File: config.mk
export PLATFORM = sky130hd
export DESIGN_NAME = bcd_seg7_decoder
export DESIGN_NICKNAME = d
export VERILOG_FILES = /design/src/rtl/bcd_seg7_decoder.sv
export SDC_FILE = /design/constraint.sdc
export NUM_CORES = 1
export LEC_CHECK = 0
export ABC_AREA = 1
export CAP_MARGIN = 20
export CORE_MARGIN = 1
export CORE_UTILIZATION = 45
export CTS_BUF_LIST = sky130_fd_sc_hd__clkbuf_4 sky130_fd_sc_hd__clkbuf_8 sky130_fd_sc_hd__clkbuf_16
export DETAILED_ROUTE_END_ITERATION = 10
export HOLD_SLACK_MARGIN = 0.05
export PLACE_DENSITY = 0.76
export SYNTH_ARGS = -nofsm -noshare
export SYNTH_HDL_FRONTEND = slang
export SYNTH_SLANG_ARGS = --single-unit
File: constraint.sdc
create_clock -name clk -period 1.5 [get_ports clk]
set_input_delay 0.45 -clock clk [delete_from_list [all_inputs] [get_ports clk]]
set_output_delay 0.45 -clock clk [all_outputs]
set_load 0.01 [all_outputs]
File: src/rtl/bcd_seg7_decoder.sv
// Registered BCD/hex to 7-segment decoder for one display digit.
// Lamp test beats blank, which beats the decode; outputs update one clk after input.
module bcd_seg7_decoder #(
  parameter bit SEG_ACTIVE_LOW = 1'b1,
  parameter bit HEX_MODE       = 1'b0
) (
  input  logic       clk,
  input  logic       rst,
  input  logic       en,
  input  logic [3:0] bcd,
  input  logic       blank,
  input  logic       lamp_test,
  input  logic       dp_in,
  output logic [6:0] seg,
  output logic       dp,
  output logic       err
);

  typedef struct packed {
    logic [6:0] seg;
    logic       dp;
    logic       err;
  } seg_out_t;

  // Pattern with every segment and the dp dark, in board polarity.
  localparam seg_out_t OUT_OFF = '{seg: {7{SEG_ACTIVE_LOW}}, dp: SEG_ACTIVE_LOW, err: 1'b0};

  logic [6:0] pat_ah;
  logic       code_ok;
  seg_out_t   nxt, q;

  always_comb begin
    pat_ah  = 7'h00;
    code_ok = 1'b1;
    case (bcd)
      4'd0:  pat_ah = 7'h3F;
      4'd1:  pat_ah = 7'h06;
      4'd2:  pat_ah = 7'h5B;
      4'd3:  pat_ah = 7'h4F;
      4'd4:  pat_ah = 7'h66;
      4'd5:  pat_ah = 7'h6D;
      4'd6:  pat_ah = 7'h7D;
      4'd7:  pat_ah = 7'h07;
      4'd8:  pat_ah = 7'h7F;
      4'd9:  pat_ah = 7'h6F;
      4'd10: pat_ah = 7'h77;
      4'd11: pat_ah = 7'h7C;
      4'd12: pat_ah = 7'h39;
      4'd13: pat_ah = 7'h5E;
      4'd14: pat_ah = 7'h79;
      default: pat_ah = 7'h71;
    endcase
    // Without hex support, letters are dark and flagged.
    if (!HEX_MODE && bcd > 4'd9) begin
      pat_ah  = 7'h00;
      code_ok = 1'b0;
    end
  end

  always_comb begin
    nxt = OUT_OFF;
    if (lamp_test) begin
      nxt.seg = {7{~SEG_ACTIVE_LOW}};
      nxt.dp  = ~SEG_ACTIVE_LOW;
    end else if (!blank) begin
      nxt.seg = pat_ah ^ {7{SEG_ACTIVE_LOW}};
      nxt.dp  = dp_in ^ SEG_ACTIVE_LOW;
      nxt.err = ~code_ok;
    end
  end

  always_ff @(posedge clk) begin
    if (rst)     q <= OUT_OFF;
    else if (en) q <= nxt;
  end

  assign seg = q.seg;
  assign dp  = q.dp;
  assign err = q.err;

endmodule

**Word-level counts from Yosys, hierarchy flattened**

Memories as Yosys holds them, arrays and structs flattened.
Index checks and enable logic that the tools add are counted.

- Order comparisons: 1
- Bitwise operators: 2
- Mux-type cells: 4

Operator list:

| kind | count |
|---|---|
| 2-to-1 mux 9 bit | 1 |
| 2-to-1 mux 8 bit | 1 |
| 2-to-1 mux 7 bit | 1 |
| inverter 7 bit | 1 |
| > comparator 4 bit (second input constant) | 1 |
| 2-to-1 mux 1 bit | 1 |
| inverter 1 bit | 1 |

- Input port bits: 10
- Memory bits (read-only): 112
- Memories: 1
- Flip-flop bits (word level): 9
- Output and inout port bits: 9
- Logic and storage cells: 11

Memory list:

| name | depth | width | read ports | clocked after memory_dff | wr ports | line | text |
|---|---|---|---|---|---|---|---|
| (name not given) | 16 | 7 | 1 | 0 | 0 | 35 | `case (bcd)` |

**Logic depth before layout (Yosys ltp)**

- Word-level depth: 5
- Mapped depth: 9

**Worst setup path after synthesis**

OpenSTA, ideal clock, no wires.

- Path type: input to register
- From: input port bcd[1]
- To: register q, in the netlist seg[0]
- Buffers on the path: 0
- Setup time: 0.116 ns
- Cell stages on the path: 7
- Required time: 1.384 ns
- Slack: 0.178 ns
- Arrival time: 1.206 ns
- Cell sequence: inv_1 ha_1 nand2_8 nand3_4 nand2_4 o21ai_1 nand2_1

- Longest elaborated chain between the ends: 5
- Elaborated cells on any way between the ends: 6
- Classes of those cells: order compare: 1; mux: 3; bitwise: 1; memory: 1

Ends and longest elaborated chain:

| what | line | text |
|---|---|---|
| start: declaration | 10 | `input logic [3:0] bcd,` |
| memory read (16 x 7 bit) or > comparator 4 bit (tied branches) | n/a |  |
| 2-to-1 mux 7 bit (*) | 54 | `if (!HEX_MODE && bcd > 4'd9) begin` |
| inverter 7 bit (no line) (*) | n/a |  |
| 2-to-1 mux 9 bit (*) | 65 | `end else if (!blank) begin` |
| 2-to-1 mux 8 bit (*) | 62 | `if (lamp_test) begin` |
| end signal: assignment | 74 | `else if (en) q <= nxt;` |
| end: declaration | 30 | `seg_out_t nxt, q;` |

Every way passes the cells marked *; elsewhere a longest branch is shown, timed or not.
A chain may end at the register's enable or synchronous reset.

**Worst setup path in the final report**

- From: input port bcd[0]
- To: register q, in the netlist seg[5]

Same word-level chain as after synthesis.

==> results.sh <==
export IMPL_synthDistinctLibCells=18
export IMPL_dr_pass1_iters=4
export IMPL_drtAntennaViolNets=0
export IMPL_die_h_um=40.5
export IMPL_endpoint_kind="register"
export IMPL_cts_made_buffers=3
export IMPL_slowest_delay_ps=250
export IMPL_final_cell_mix="nand2_1 (35), dlygate4sd2_1 (10), dfxtp_1 (9)"
export IMPL_ys_seq_area_share_pct=27.1
export IMPL_core_mm2=0.00133
export IMPL_worstMarginPinSlew_ps=325
export IMPL_drcViolationCount=0
export IMPL_hp_class="reg2reg"
export IMPL_worst_path_buf_inv=3
export IMPL_post_place_cells=134
export IMPL_cp_required_ps=1650
export IMPL_wl_per_cell_um=11.7
export IMPL_power_density_mw_per_mm2=700
export IMPL_maxSlewHeadroom_pct=78.3
export IMPL_ys_ff_latch=9
export IMPL_layout_cells_most_common="nand2_1"
export IMPL_vias_per_cell=5.05
export IMPL_leakagePower_nw=0.485
export IMPL_die_x_um=40.5
export IMPL_diodes=0
export IMPL_report_final_setup_viol=0
export IMPL_fmax_mhz=707
export IMPL_grt_pass1_vias=551
export IMPL_syn_area_per_cell_um2=7.01
export IMPL_synth_top_area_share_pct=27.1
export IMPL_crit_slowest_cell="clkdlybuf4s15_1"
export IMPL_gr_total_overflow=0
export IMPL_die_area_mm2=0.00164
export IMPL_grt_max_degree=10
export IMPL_cts_max_level=1
export IMPL_io_pins=19
export IMPL_io_buffers=18
export IMPL_skew_ps=0
export IMPL_crit_top_cell="nand2_1"
export IMPL_maxSlewViolCount=0
export IMPL_clock_tree_root_cell="clkbuf_4"
export IMPL_cts_tree="built"
export IMPL_crit_fanout=3
export IMPL_tns_ps=0
export IMPL_gr_usage_all_layers_pct=22.1
export IMPL_cts_clk_slew_worst_paths_ps=60
export IMPL_worstPathArrival_ps=1570
export IMPL_holdWs_ps=458
export IMPL_syn_area_um2=666
export IMPL_fin_nets=141
export IMPL_clock_sinks=9
export IMPL_status="finished clean"
export IMPL_cp_start_kind="input pin"
export IMPL_stdcell_count=139
export IMPL_hold_viol=0
export IMPL_fin_crit_sh_pct=94.3
export IMPL_post_cts_buffers=0
export IMPL_critPathKind="in2reg"
export IMPL_yosys_top_cells_area="dfxtp_1 (27%), nand2_1 (20%), ha_1 (11%)"
export IMPL_hpwl_mm=1.17
export IMPL_layout_drive_gt1_share_pct=22.6
export IMPL_ir_drop_mv=0.603
export IMPL_areaGrowthSynthToFinish_pct=45.3
export IMPL_period_minus_slack_ps=1410
export IMPL_totalWireLength_mm=1.62
export IMPL_initial_core_util_pct=49.9
export IMPL_gp_congestion=0.850
export IMPL_grt_pass1_wl_mm=2.38
export IMPL_row_count=13
export IMPL_clk_latency_ps=260
export IMPL_grt_antenna_before_repair=0
export IMPL_hold_buffers=0
export IMPL_crit_chain="clkdlybuf4s15_1 -> buf_4 -> ha_1 -> inv_1 -> nand2_1 -> nand3_1 -> nand2_1 -> o21ai_1 -> nand2_1"
export IMPL_yosysTopAreaCell="dfxtp_1"
export IMPL_synth_nets=111
export IMPL_drt_initial_drc_count=10
export IMPL_rsz0062_at_grt="no"
export IMPL_netlist_instances=95
export IMPL_maxCapViolations=0
export IMPL_yosys_warnings=0
export IMPL_crit_family="buffers and inverters"
export IMPL_routed_via_count=702
export IMPL_clockBufferDepth=2
==> cells by family (layout without fill, tap and decap cells) <==
group / count (synthesis) / in the layout / share of synthesized area [%]
flops: 9 / 9 / 27.1
fa+ha+maj: 6 / 6 / 11.3
buf+inv: 13 / 42 / 10.7
compound gates: 18 / 18 / 13.9
simple gates: 49 / 49 / 37.0
==> stage by stage <==
step / area [um2] / setup slack, ps / power (mW) / util, %
after floorplan: 666 / 178 / 0.382 / -
after global placement: 918 / -377 / 0.473 / 68.9
after detailed placement: 918 / -428 / 0.478 / 68.9
after CTS: 951 / 73.8 / 0.679 / 71.3
after global routing: 967 / 10.7 / 0.713 / 72.5
final: 967 / 86.2 / 0.677 / 72.5
==> metal layers <==
layer	vias to the layer above	global-route usage [%]	wire [um]
li1	363	-	-
met4	0	5.00	0
met5	-	0	0
met2	16	34.5	817
met1	323	29.4	737
met3	0	6.67	66
==> path summary, 6_finish.rpt <==
kind	start	endpoint	slack [ps]	cells past startpoint
min	dp	dp	460	2
max	bcd[0]	seg[5]	90	9
min reg2reg	dp	dp	460	2
max reg2reg	seg[0]	seg[0]	850	2
==> cell type report <==
class	count	area, um2
multi-input combinational	73	434
fill	121	367
timing repair buffer	28	259
sequential	9	180
inverter	10	45.0
clock buffer	4	30.0
tap	15	18.8
==> worst min-delay path, stage by stage (launching register included) <==
cell	delay [ps]
dfxtp_1	320
a21oi_1	60
nand2_1	50
==> synthesized netlist by cell type (all sizes together) <==
library cell / instances
nand2: 38
inv: 10
dfxtp: 9
nand3: 9
o21ai: 9
a21oi: 8
ha: 6
buf: 2
nor2: 2
clkbuf: 1
o21a: 1
==> repair_timing <==
action	CTS	global route
setup endpoints to repair	17	2
cloned	0	1
gates resized for setup	16	4
==> state kept, by name (all words and copies together) (netlist names) <==
name,cells
seg,7
err,1
dp,1
==> where the power goes <==
group	internal (mW)	total, mW	leakage (nW)	switching, mW
logic	0.0960	0.206	0.392	0.110
registers	0.256	0.264	0.0750	0.00747
clock network	0.121	0.207	0.0184	0.0860
total	0.473	0.677	0.485	0.204
Note: power is estimated with default switching activity, not from simulation.
